<file path="src/rtl/regfile_pkg.sv">
// Shared defaults and sizing helper for the scoreboarded register file.
package regfile_pkg;

    localparam int unsigned DATA_W_DEF = 32;
    localparam int unsigned NREGS_DEF  = 16;

    function automatic int unsigned clog2(input int unsigned n);
        int unsigned r;
        r = 0;
        for (int unsigned v = n - 1; v > 0; v = v >> 1) begin
            r = r + 1;
        end
        return r;
    endfunction

endpackage

</file>
<file path="src/rtl/rf_scoreboard.sv">
// Busy-bit scoreboard: tracks registers with a write in flight and their count.
module rf_scoreboard
    import regfile_pkg::*;
#(
    parameter int unsigned NREGS   = NREGS_DEF,
    parameter bit          ZERO_R0 = 1'b0,
    localparam int unsigned AW     = clog2(NREGS),
    localparam int unsigned PW     = AW + 1
) (
    input  logic          clk,
    input  logic          rst,
    input  logic          wr_en,
    input  logic [AW-1:0] wr_addr,
    input  logic          issue_en,
    input  logic [AW-1:0] issue_addr,
    input  logic [AW-1:0] rs1_addr,
    input  logic [AW-1:0] rs2_addr,
    input  logic [AW-1:0] rd_addr,
    output logic          rs1_busy,
    output logic          rs2_busy,
    output logic          rd_busy,
    output logic          issue_ok,
    output logic [PW-1:0] pending
);

    logic [NREGS-1:0] r_busy;
    logic [PW-1:0]    r_pending;
    logic [NREGS-1:0] w_busy_eff;
    logic [NREGS-1:0] w_busy_nxt;
    logic [NREGS-1:0] w_rise;
    logic [NREGS-1:0] w_fall;
    logic [PW-1:0]    w_pending_nxt;

    // A writeback clears its bit before lookups; a same-cycle issue then re-sets it.
    always_comb begin
        w_busy_eff = r_busy;
        if (wr_en) begin
            w_busy_eff[wr_addr] = 1'b0;
        end
        w_busy_nxt = w_busy_eff;
        if (issue_en) begin
            w_busy_nxt[issue_addr] = 1'b1;
        end
        if (ZERO_R0) begin
            w_busy_nxt[0] = 1'b0;
        end
        w_rise        = w_busy_nxt & ~r_busy;
        w_fall        = r_busy & ~w_busy_nxt;
        w_pending_nxt = r_pending + PW'(|w_rise) - PW'(|w_fall);
    end

    always_ff @(posedge clk) begin
        if (rst) begin
            r_busy    <= '0;
            r_pending <= '0;
        end else begin
            r_busy    <= w_busy_nxt;
            r_pending <= w_pending_nxt;
        end
    end

    assign rs1_busy = w_busy_eff[rs1_addr];
    assign rs2_busy = w_busy_eff[rs2_addr];
    assign rd_busy  = w_busy_eff[rd_addr];
    assign issue_ok = ~w_busy_eff[issue_addr];
    assign pending  = r_pending;

endmodule

</file>
<file path="src/rtl/regfile_sb.sv">
// Three-read register file with write-through bypass and a busy scoreboard.
module regfile_sb
    import regfile_pkg::*;
#(
    parameter int unsigned DATA_W  = DATA_W_DEF,
    parameter int unsigned NREGS   = NREGS_DEF,
    parameter bit          ZERO_R0 = 1'b0,
    localparam int unsigned AW     = clog2(NREGS)
) (
    input  logic              clk,
    input  logic              rst,
    input  logic [AW-1:0]     rs1_addr,
    input  logic [AW-1:0]     rs2_addr,
    input  logic [AW-1:0]     rd_addr,
    output logic [DATA_W-1:0] rs1_data,
    output logic [DATA_W-1:0] rs2_data,
    output logic [DATA_W-1:0] rd_data,
    output logic              rs1_busy,
    output logic              rs2_busy,
    output logic              rd_busy,
    input  logic              wr_en,
    input  logic [AW-1:0]     wr_addr,
    input  logic [DATA_W-1:0] wr_data,
    input  logic              issue_en,
    input  logic [AW-1:0]     issue_addr,
    output logic              issue_ok,
    output logic [AW:0]       pending
);

    logic [DATA_W-1:0] r_mem [NREGS];
    logic [AW-1:0]     w_raddr [3];
    logic [DATA_W-1:0] w_rdata [3];
    logic              w_wr_mem;

    assign w_wr_mem = wr_en && !(ZERO_R0 && (wr_addr == '0));

    always_ff @(posedge clk) begin
        if (rst) begin
            for (int i = 0; i < NREGS; i++) begin
                r_mem[i] <= '0;
            end
        end else if (w_wr_mem) begin
            r_mem[wr_addr] <= wr_data;
        end
    end

    // Read ports: array, then same-cycle writeback bypass, then hardwired R0.
    always_comb begin
        w_raddr[0] = rs1_addr;
        w_raddr[1] = rs2_addr;
        w_raddr[2] = rd_addr;
        for (int p = 0; p < 3; p++) begin
            w_rdata[p] = r_mem[w_raddr[p]];
            if (wr_en && (wr_addr == w_raddr[p])) begin
                w_rdata[p] = wr_data;
            end
            if (ZERO_R0 && (w_raddr[p] == '0)) begin
                w_rdata[p] = '0;
            end
        end
    end

    assign rs1_data = w_rdata[0];
    assign rs2_data = w_rdata[1];
    assign rd_data  = w_rdata[2];

    rf_scoreboard #(
        .NREGS   (NREGS),
        .ZERO_R0 (ZERO_R0)
    ) u_sb (
        .clk        (clk),
        .rst        (rst),
        .wr_en      (wr_en),
        .wr_addr    (wr_addr),
        .issue_en   (issue_en),
        .issue_addr (issue_addr),
        .rs1_addr   (rs1_addr),
        .rs2_addr   (rs2_addr),
        .rd_addr    (rd_addr),
        .rs1_busy   (rs1_busy),
        .rs2_busy   (rs2_busy),
        .rd_busy    (rd_busy),
        .issue_ok   (issue_ok),
        .pending    (pending)
    );

endmodule

</file>
<file path="config.mk">
export PLATFORM = sky130hd
export DESIGN_NAME = regfile_sb
export DESIGN_NICKNAME = d
export VERILOG_FILES = /design/src/rtl/regfile_pkg.sv /design/src/rtl/rf_scoreboard.sv /design/src/rtl/regfile_sb.sv
export SDC_FILE = /design/constraint.sdc
export NUM_CORES = 1
export LEC_CHECK = 0
export CORE_MARGIN = 2
export CORE_UTILIZATION = 45
export DETAILED_ROUTE_END_ITERATION = 7
export MAX_ROUTING_LAYER = met4
export PLACE_DENSITY = 0.66
export SLEW_MARGIN = 20
export SYNTH_ARGS = -nofsm -noshare
export SYNTH_HDL_FRONTEND = slang
export SYNTH_SLANG_ARGS = --single-unit
</file>
<file path="constraint.sdc">
create_clock -name clk -period 5.52 [get_ports clk]
set_clock_uncertainty 0.2 [all_clocks]
set_input_delay 0.552 -clock clk [delete_from_list [all_inputs] [get_ports clk]]
set_output_delay 0.552 -clock clk [all_outputs]
set_load 0.01 [all_outputs]
</file>
==> Yosys cells after proc, flatten, opt, wreduce, memory -nomap -nowiden <==
Memories as Yosys holds them, arrays and structs flattened.
Cells that the tools add are included.
{ "classes": {"n_shift": 0, "bitwise": 8, "order_cmp": 7, "n_div": 0, "eq_ne": 3, "n_mux": 25, "mul": 0, "n_addsub": 2, "n_reduce_logical": 8} }
{ "op_table": {"columns": ["cell", "count"], "rows": [
  ["$mux W32", 4],
  ["$and A16 B16 Y16", 3],
  ["$not A16 Y16", 3],
  ["$mux W16", 2],
  ["$reduce_or A16 Y1", 2],
  ["$reduce_or A32 Y1", 1],
  ["$lt A4 B5 Y1 const B", 5],
  ["$bmux W1 S4", 4],
  ["$or A16 B16 Y16", 1],
  ["$eq A4 B4 Y1", 3],
  ["$mux W1", 12],
  ["$demux W1 S4", 2],
  ["$ge A4 B1 Y1 const B", 2],
  ["$add A5 B1 Y5", 1],
  ["$logic_and A1 B1 Y1", 5],
  ["$sub A5 B1 Y5", 1],
  ["$mux W4", 1],
  ["$not A1 Y1", 1]
]} }
{ "word_totals": {"input_bits": 56, "out_inout_bits": 105, "romBits": 0, "mem_count": 1, "mem_bits_rw": 512, "regBits": 21, "latch_bits": 0} }
{ "memory_table": {"columns": ["name", "depth", "word_bits", "rd", "rd_ports_with_merged_regs", "write_ports", "line", "source"], "rows": [
  ["r_mem", 16, 32, 3, 0, 16, "regfile_sb.sv:30", "logic [DATA_W-1:0] r_mem [NREGS];"]
]} }

==> Depth between registers and ports, before layout <==
Gate-level depths: netlist of run 1.
{ "logic_depth": {"ltp_word": 13, "ltp_mapped": 17} }

==> Hierarchy <==
A second synthesis of run 1 with hierarchy kept.
{ "hier_totals": {"cells_unflattened": 2280, "hier_area_um2": 33369.5} }
{ "by_module_without_submodules": {"columns": ["module", "seq_area_each_um2", "area_per_inst_um2", "cells_per_inst", "n_inst"], "rows": [
  ["regfile_sb", 15374.7, 31490.2, 2080, 1],
  ["rf_scoreboard", 420.4, 1879.3, 200, 1]
]} }

==> Worst setup path before layout of run 1 <==
OpenSTA, ideal clock, no wires.
{ "synth_path": {"path_type": "input-to-reg", "start": "input wr_addr[0]", "end": "register u_sb.r_pending[4] (netlist: u_sb.pending[4])", "arrival_ns": 3.361, "n_path_buf": 2, "cell_stages": 17, "path_slack_ns": 1.831, "path_cell_list": "clkbuf_1 > nand2b_1 > clkbuf_1 > a2111oi_0 > a31oi_1 > nand4_1 > or4_1 > ha_1 > inv_1 > ha_1 > inv_1 > fa_1 > inv_1 > a21o_1 > a21oi_1 > xnor2_1 > nor2_1"} }
{ "synth_via": {"elab_chain_len": 13, "elab_cells_between_ends": 17, "cone_classes": "add/sub (2); order compare (2); mux (4); bitwise (6); reduce/logical (3)"} }
{ "synth_lines": {"columns": ["element", "line", "source"], "rows": [
  ["from (decl)", "regfile_sb.sv:22", "input logic [AW-1:0] wr_addr,"],
  ["$lt A4 B5 Y1 (implied by the code) or $ge A4 B1 Y1 (tied branches)", "rf_scoreboard.sv:38", "w_busy_eff[wr_addr] = 1'b0;"],
  ["$logic_and A1 B1 Y1 (implied by the code)", "rf_scoreboard.sv:38", null],
  ["$mux W1 (implied by the code)", "rf_scoreboard.sv:38", null],
  ["$demux W1 S4 *", null, null],
  ["$not A16 Y16 (no source line) *", null, null],
  ["$and A16 B16 Y16 (no source line) *", null, null],
  ["$mux W16 *", "rf_scoreboard.sv:37", "if (wr_en) begin"],
  ["$or A16 B16 Y16 (no source line)", null, null],
  ["$mux W16 *", "rf_scoreboard.sv:41", "if (issue_en) begin"],
  ["$and A16 B16 Y16 or $not A16 Y16 (tied branches)", "rf_scoreboard.sv:47, rf_scoreboard.sv:48", null],
  ["$reduce_or A16 Y1 or $and A16 B16 Y16 (tied branches)", "rf_scoreboard.sv:49, rf_scoreboard.sv:48", null],
  ["$add A5 B1 Y5 or $reduce_or A16 Y1 (tied branches)", "rf_scoreboard.sv:49", "w_pending_nxt = r_pending + PW'(|w_rise) - PW'(|w_fall);"],
  ["$sub A5 B1 Y5 *", "rf_scoreboard.sv:49", null],
  ["to (signal assigned)", "rf_scoreboard.sv:58", "r_pending <= w_pending_nxt;"],
  ["to (decl)", "rf_scoreboard.sv:27", "logic [PW-1:0] r_pending;"]
]} }
Mark *: on every way between the ends. The rest lies on a longest branch, timed or not.
A chain may end at the register's enable or synchronous reset.

==> Worst setup path after layout of run 1 <==
{ "layout_path": {"start": "input wr_en", "end": "output issue_ok"} }
{ "layout_via": {"elab_chain_len": 4} }
{ "layout_lines": {"columns": ["element", "line", "source"], "rows": [
  ["from (decl)", "regfile_sb.sv:21", "input logic wr_en,"],
  ["$mux W16", "rf_scoreboard.sv:37", null],
  ["$bmux W1 S4", "rf_scoreboard.sv:65", "assign issue_ok = ~w_busy_eff[issue_addr];"],
  ["$mux W1 (implied by the code)", "rf_scoreboard.sv:65", null],
  ["$not A1 Y1", "rf_scoreboard.sv:65", null],
  ["to (decl)", "regfile_sb.sv:26", "output logic issue_ok,"]
]} }
No other way between the ends. The select of a mux whose other input is x is not followed.

==> metrics.log, run 1 <==
[metrics] I/O pins: 161
[metrics] dominant register cell in the synthesized netlist: edfxtp_1
[metrics] number of instances resized during post-cts repair: 0
[metrics] grt ovf: 0
[metrics] Setup Fix Bufs, Post-CTS: 0
[metrics] die area: roughly 77000 sq um
[metrics] number of remaining DRC errors: 0
[metrics] setup violation total in the final timing report: 0
[metrics] part of the total power dissipated in the clock network: 0.362
[metrics] buffer levels on the longest clock path: 3
[metrics] number of cells produced by synthesis: 2128
[metrics] cell row count: 100
[metrics] Peak VDD IR: 0.2413 mV
[metrics] number of enable-type register cells in the synthesized netlist: about 510
[metrics] Total Routing Usage GR: 0.2960
[metrics] global routing usage on met1: 0.3677
[metrics] required time of the worst setup path: about 4800 ps
[metrics] CTS Hold Buffers Added: 0
[metrics] highest-utilization routing layer at the global route stage: met2
[metrics] syn_nets: 2190
[metrics] total number of H-tree levels: 2
[metrics] overall die height: ~280 microns
[metrics] part of the power in combinational logic: 0.198
[metrics] Die X: 277.8 microns
[metrics] count of routing violations after the opening detailed-route iteration: 2860
[metrics] core region area: 74320 sq um
[metrics] count of port buffers added during placement: 160
[metrics] Bufs and invs on worst path: 2
[metrics] Via Count: between 20000 and 25000
[metrics] startpoint kind of the worst setup timing path: input pin
[metrics] fraction of registers with async set/reset: 0
[metrics] largest fanout of any net on the critical path: 12
[metrics] number of warnings reported in the yosys synthesis log: 0
[metrics] remaining antenna violation count after routing: 0
[metrics] global routing usage on met2: 0.4858
[metrics] power spent charging and discharging nets: 2.926 mW
[metrics] ordered list of cells on the worst path: clkdlybuf4s50_1 -> or3b_1 -> o21ai_1 -> mux4_2 -> o22ai_1 -> a31oi_1 -> clkdlybuf4s50_1
[metrics] result of the run: finished, final reports clean
[metrics] number of synthesized register bits: between 500 and 600
[metrics] cell-internal power: 8.146 mW
[metrics] mean instance size in the synthesized netlist: 15.86 sq um
[metrics] number of global-route vias before repair: 22460
[metrics] Final period util: 0.7683
[metrics] Num Clock Sinks: 533
[metrics] placer's final routability congestion estimate: 0.8639
[metrics] time the worst path needs with I/O delays and setup: 4241 ps
[metrics] placed wire-length estimate: between 60 and 70 mm
[metrics] share of final-layout standard cells stronger than drive strength 1: 0.3603
[metrics] Max Transition Viols Final: 0
[metrics] fin cells: 3233
[metrics] cell type of the slowest stage on the worst timing path: or3b_1
[metrics] cell leakage power: 12.79 nW
[metrics] TritonCTS clock tree: yes
[metrics] area of the mapped netlist: 33740 sq um
[metrics] number of distinct library cell variants in the gate-level netlist after synthesis: 54
[metrics] type of the most critical hold path: flop to flop
[metrics] detailed-route wire length per cell: approximately 34 microns
[metrics] Reg power frac: 0.440
[metrics] maximum single-stage delay on the critical path: 670 ps
[metrics] Total Power: 11.07 mW
[metrics] WP data arrival: 3490 ps
[metrics] Initial Util: 0.4540
[metrics] Total Neg Setup Slack: 0 ps
[metrics] vias per inst: 6.760
[metrics] most frequent cell on the critical path: clkdlybuf4s50_1
[metrics] startpoint-to-endpoint class of the critical path: input pin to output port
[metrics] # Max-Cap Violations: 0
[metrics] crit end category: output port
[metrics] cell at the root of the clock tree: clkbuf_16
[metrics] final net count: 2275
[metrics] sw frac: 0.2642
[metrics] slew margin rel.: 0.2325
[metrics] number of hold-slack violations in the final timing report: 0
[metrics] clock-pin slew reported for the worst setup and hold paths after clock tree synthesis: 60 ps
[metrics] area added between synthesis and finish: 14.89%
[metrics] unrepaired setup endpoints after global routing: no
[metrics] post-detailed-placement cell area: ~37000 sq um
[metrics] TritonCTS buffer count: slightly below 60
[metrics] initial antenna violation count: 1
[metrics] Routed Wire Length: around 110 mm
[metrics] M3 GR Usage: 0.04868
[metrics] insertion delay of the later-clocked pin in the worst-skew pair: 630 ps
[metrics] Seq/Total Area, Yosys: 0.4681
[metrics] drt first pass iters: 5
[metrics] Power per Cell Area: ~290 nW/um^2
[metrics] Top delay family on crit path: buffers and inverters
[metrics] count of placed standard cells including taps: 3121
[metrics] actual slew at the worst max-slew pin: 1148 ps
[metrics] Peak Freq: around 240 MHz
[metrics] wire length of the first global-routing pass: 158.6 mm
[metrics] maximum number of pins on one net before global-route repair: 84
[metrics] fin area: 38770 sq um
-- layer usage --
layer	wire (microns)	up-vias
met3	10460	317
met2	55080	1415
met4	5017	0
met5	0	-
li1	-	8730
met1	39800	11390
-- power groups by stage --
stage	clock network, mW	logic [mW]	registers, mW
detailed placement	0	2.19	4.95
floorplan	0	1.35	4.90
CTS	4.04	2.20	4.87
global route	4.19	2.29	4.90
finish	4.01	2.19	4.87
global placement	0	2.17	4.92
-- registers in the layout, indices dropped and copies added (netlist names) --
name,cells
u_sb.r_busy,16
u_sb.pending,5
r_mem,512
-- layout make-up --
class | instances | area [sq um]
fillers | 6040 | 35550
inverters | 21 | 78.83
clock buffers | 63 | 1491
multi-input cells | 1344 | 17120
repair buffers | 254 | 2616
well taps | 969 | 1212
diodes | 2 | 5.005
clock inverters | 47 | 451.7
flip-flops and latches | 533 | 15800
-- Yosys cell counts (6+ instances only) --
| cell | instances | area [sq um] |
|---|---|---|
| and2_1 | 513 | 3209 |
| edfxtp_1 | 512 | 15370 |
| mux4_2 | 485 | 10920 |
| clkbuf_1 | 150 | 563.0 |
| mux2_2 | 97 | 1092 |
| buf_2 | 41 | 205.2 |
| nand2_1 | 28 | 105.1 |
| nor2_1 | 28 | 105.1 |
| a21oi_1 | 24 | 120.1 |
| dfxtp_1 | 21 | 420.4 |
| inv_1 | 21 | 78.83 |
| buf_1 | 18 | 67.56 |
| o211ai_1 | 18 | 135.1 |
| buf_6 | 15 | 168.9 |
| o21bai_1 | 14 | 105.1 |
| o2111ai_1 | 12 | 105.1 |
| xor2_1 | 12 | 105.1 |
| nand3_1 | 11 | 55.05 |
| nand2b_1 | 10 | 62.56 |
| o21ai_1 | 10 | 50.05 |
| o21ai_0 | 8 | 40.04 |
| a31oi_1 | 6 | 37.54 |
| buf_4 | 6 | 45.04 |
-- final timing paths --
kind                                                 start                    endpoint  slack (ps)  depth (start not counted)
worst max-delay path                                 wr_en                    issue_ok        1280                          7
worst min-delay path            u_sb.pending[4]$_SDFF_PP0_  u_sb.pending[4]$_SDFF_PP0_         440                          3
worst max register to register  u_sb.r_busy[10]$_SDFF_PP0_  u_sb.pending[4]$_SDFF_PP0_        2140                         13
worst min register to register  u_sb.pending[4]$_SDFF_PP0_  u_sb.pending[4]$_SDFF_PP0_         440                          3
-- stage by stage --
step	hold slack, ps	util	worst slack, ps
CTS	443.7	0.5216	1245
detailed placement	424.0	0.4954	712.8
global route	475.6	0.5216	1073
finish	442.8	0.5216	1279
global placement	441.8	0.4952	739.9
floorplan	315.4	-	1831
-- tightest hold or removal path: stages (launching register included) --
cell	delay (ps)
dfxtp_1	340
xor2_1	90
xnor2_1	130
nor2_1	40
-- placed cells by master (no fill, tap or decap), types with 5 or more instances in the layout --
cell type        netlist  layout
o21ai_0                8       8
nand2b_1              10      10
clkdlybuf4s50_1        0     148
nor2b_1                5       5
o211ai_1              18      18
clkbuf_16              0      59
mux4_2               485     485
clkinv_2               0      15
xor2_1                12      12
bufinv_16              0       7
nor2_1                28      16
inv_1                 21      21
nand2_1               28      28
a31oi_1                6       6
buf_12                 0      25
and2_1               513     513
nand4_1                5       5
o21bai_4               0      14
a21oi_1               24      24
edfxtp_1             512     512
ha_1                   5       5
clkinvlp_4             0       5
clkinv_1               0      15
o2111ai_1             12      12
dfxtp_1               21      21
buf_4                  6      72
mux2_2                97      97
nor2_4                 0      12
o21ai_1               10      10
nand3_1               11      11
-- cells by family after synthesis --
kind of cell,Yosys count,synth area share
flops,533,0.4681
compound gates,116,0.02351
fa+ha+maj,6,0.002447
mux,586,0.3572
xor+xnor,16,0.004153
simple gates,620,0.1111
buf+inv,251,0.03344
No activity file was read; power rests on OpenSTA's default activity.
==> run 2, diff against run 1 <==
clock period = 4.1 ns   (was 5.52 ns; I/O delays follow)
==> run 2 against run 1 <==
  * Combinational power increased by 38%
  * Sequential power increased by 35%
  * Design area increased by 1.1%
  * Core utilization increased by 0.56 points
==> metrics.log, run 2 (same netlist as run 1, synthesis figures left out) <==
[metrics] result of the run: finished, final reports clean
[metrics] startpoint-to-endpoint class of the critical path: input pin to output port
[metrics] Routed Wire Length: 110.8 mm
[metrics] share of final-layout standard cells stronger than drive strength 1: 0.3685
[metrics] end-of-flow core utilization: 0.5273
[metrics] Final period util: 0.9159
[metrics] cell-internal power: 10.91 mW
[metrics] initial antenna violation count: 5
[metrics] leading cell type in the layout, fill and taps excluded: and2_1
[metrics] buffer levels on the longest clock path: 3
[metrics] wire length of the first global-routing pass: around 160 mm
[metrics] grt ovf: 0
[metrics] Num Clock Sinks: 533
[metrics] cell at the root of the clock tree: clkbuf_16
[metrics] Peak Freq: 266.3 MHz
[metrics] worst setup path startpoint: rs1_addr[0]
[metrics] I/O pins: roughly 160
[metrics] area added between synthesis and finish: 16.13%
[metrics] TritonCTS buffer count: between 50 and 60
[metrics] total number of H-tree levels: 2
[metrics] overall die height: about 280 microns
[metrics] Setup Fix Bufs, Post-CTS: 0
[metrics] highest-count cells in the layout ignoring fill and taps: and2_1, edfxtp_1, mux4_2
[metrics] TritonCTS clock tree: yes
[metrics] Via Count: 22040
[metrics] Initial Util: 0.4540
[metrics] WP data arrival: 3150 ps
[metrics] capturing element of the worst setup path: rs1_data[25]
[metrics] unrepaired setup endpoints after global routing: no
[metrics] sw frac: 0.2626
[metrics] core region area: 74320 sq um
[metrics] Top delay family on crit path: multiplexers
[metrics] ordered list of cells on the worst path: buf_8 -> buf_4 -> mux4_2 -> mux4_2 -> mux2_2 -> clkdlybuf4s50_1
[metrics] power spent charging and discharging nets: 3.885 mW
[metrics] crit end category: output port
[metrics] maximum single-stage delay on the critical path: 550 ps
[metrics] Largest register FFs: roughly 500
[metrics] number of stages on the worst setup path: 6
[metrics] cell row count: 100
[metrics] Power per Cell Area: between 300 and 400 nW/um^2
[metrics] startpoint kind of the worst setup timing path: input pin
[metrics] largest fanout of any net on the critical path: 45
[metrics] Max Transition Viols Final: 0
[metrics] remaining antenna violation count after routing: 0
[metrics] part of the total power dissipated in the clock network: 0.352
[metrics] final net count: 2321
[metrics] number of global-route vias before repair: 22660
[metrics] Die X: about 280 microns
[metrics] placer's final routability congestion estimate: 0.8696
[metrics] number of hold-slack violations in the final timing report: 0
[metrics] required time of the worst setup path: ~3500 ps
[metrics] insertion delay of the later-clocked pin in the worst-skew pair: 630 ps
[metrics] # Max-Cap Violations: 0
[metrics] number of cells on the worst reg-to-reg path: 14
[metrics] number of instances resized during post-cts repair: 0
[metrics] type of the most critical hold path: flop to flop
[metrics] register with the highest flop count: r_mem
[metrics] setup slack of the worst register-to-register path: 850 ps
[metrics] count of routing violations after the opening detailed-route iteration: 2790
[metrics] Peak VDD IR: 0.3667 mV
[metrics] Reg power frac: 0.443
[metrics] count of port buffers added during placement: 160
[metrics] Total Routing Usage GR: 0.2986
[metrics] slew margin rel.: 0.3819
[metrics] clock-pin slew reported for the worst setup and hold paths after clock tree synthesis: 60 ps
[metrics] most frequent cell on the critical path: mux4_2
[metrics] detailed-route wire length per cell: 33.83 microns
[metrics] die area: 77200 sq um
[metrics] time the worst path needs with I/O delays and setup: 3755 ps
[metrics] part of the power in combinational logic: 0.204
[metrics] reg-to-reg critical path endpoint: u_sb.pending[4]$_SDFF_PP0_
[metrics] placed wire-length estimate: ~65 mm
[metrics] Bufs and invs on worst path: 3
[metrics] vias per inst: a little under 7
[metrics] cell type of the slowest stage on the worst timing path: mux4_2
[metrics] actual slew at the worst max-slew pin: 927.1 ps
[metrics] drt first pass iters: 5
[metrics] reg-to-reg startpoint: u_sb.r_busy[11]$_SDFF_PP0_
[metrics] maximum number of pins on one net before global-route repair: 51
[metrics] Total Power: approximately 15 mW
[metrics] setup violation total in the final timing report: 0
[metrics] number of remaining DRC errors: 0
[metrics] CTS Hold Buffers Added: 0
[metrics] cell leakage power: about 13 nW
==> run 2: changes by cell type in the layout (fill, tap and decap cells not counted), moves of 2 or more <==
cell        previous run  this run
buf_12                25        38
buf_4                 72       107
clkbuf_1               4        14
clkinv_1              15        13
clkinv_2              15         7
clkinvlp_4             5         3
==> run 2: how the worst min path moves through the flow <==
stage | start | to | cells past startpoint
2_1_floorplan | u_sb.r_busy[7]$_SDFF_PP0_ | u_sb.r_busy[7]$_SDFF_PP0_ | 2
3_3_place_gp | u_sb.pending[4]$_SDFF_PP0_ | u_sb.pending[4]$_SDFF_PP0_ | 3
4_1_cts | u_sb.pending[4]$_SDFF_PP0_ | u_sb.pending[4]$_SDFF_PP0_ | 3
3_5_place_dp | u_sb.pending[4]$_SDFF_PP0_ | u_sb.pending[4]$_SDFF_PP0_ | 3
6_report | u_sb.pending[4]$_SDFF_PP0_ | u_sb.pending[4]$_SDFF_PP0_ | 3
5_1_grt | u_sb.pending[4]$_SDFF_PP0_ | u_sb.pending[4]$_SDFF_PP0_ | 3
==> run 2: worst register-to-register path, delay by kind of cell, from the launching register on <==
kind,cells,cell delay [ps]
compound gates,3,390
xor+xnor,1,150
fa+ha+maj,3,850
buf+inv,3,190
flops,1,510
simple gates,4,850
==> run 2: layer usage <==
metal  share of wire  vias up  track usage
li1                -     8813            -
met1            0.37    11520       0.3815
met2            0.49     1368       0.4785
met3           0.094      336      0.04413
met4           0.048        0       0.1300
met5               0        -            -
==> run 2: layout make-up <==
| cell class | instances | area [sq um] |
|---|---|---|
| Antenna cell | 3 | 7.507 |
| Clock buffer | 72 | 1504 |
| Clock inverter | 32 | 334.1 |
| Fill cell | 6031 | 35130 |
| Inverter | 21 | 78.83 |
| Multi-Input combinational cell | 1344 | 17120 |
| Sequential cell | 533 | 15800 |
| Tap cell | 969 | 1212 |
| Timing Repair Buffer | 302 | 3139 |
==> run 2: stage by stage <==
stage / setup TNS [ps] / std cells / area, sq um / hold WS [ps] / setup slack, ps
floorplan: 0 / 2128 / 33740 / 315.4 / 553.5
global placement: -41.74 / 3168 / 37320 / 439.2 / -41.74
detailed placement: 0 / 3169 / 37340 / 433.2 / 34.82
CTS: 0 / 3273 / 39180 / 444.5 / 311.8
global route: 0 / 3275 / 39180 / 491.9 / 253.5
finish: 0 / 3276 / 39190 / 439.3 / 344.8
==> run 2: power by group through the flow <==
stage / Sequential [mW] / Combinational, mW / Clock, mW
3_3_place_gp: 6.62 / 2.98 / 0
5_1_grt: 6.60 / 3.16 / 5.46
3_5_place_dp: 6.66 / 3.01 / 0
2_1_floorplan: 6.59 / 1.81 / 0
4_1_cts: 6.55 / 3.02 / 5.26
6_report: 6.56 / 3.02 / 5.21
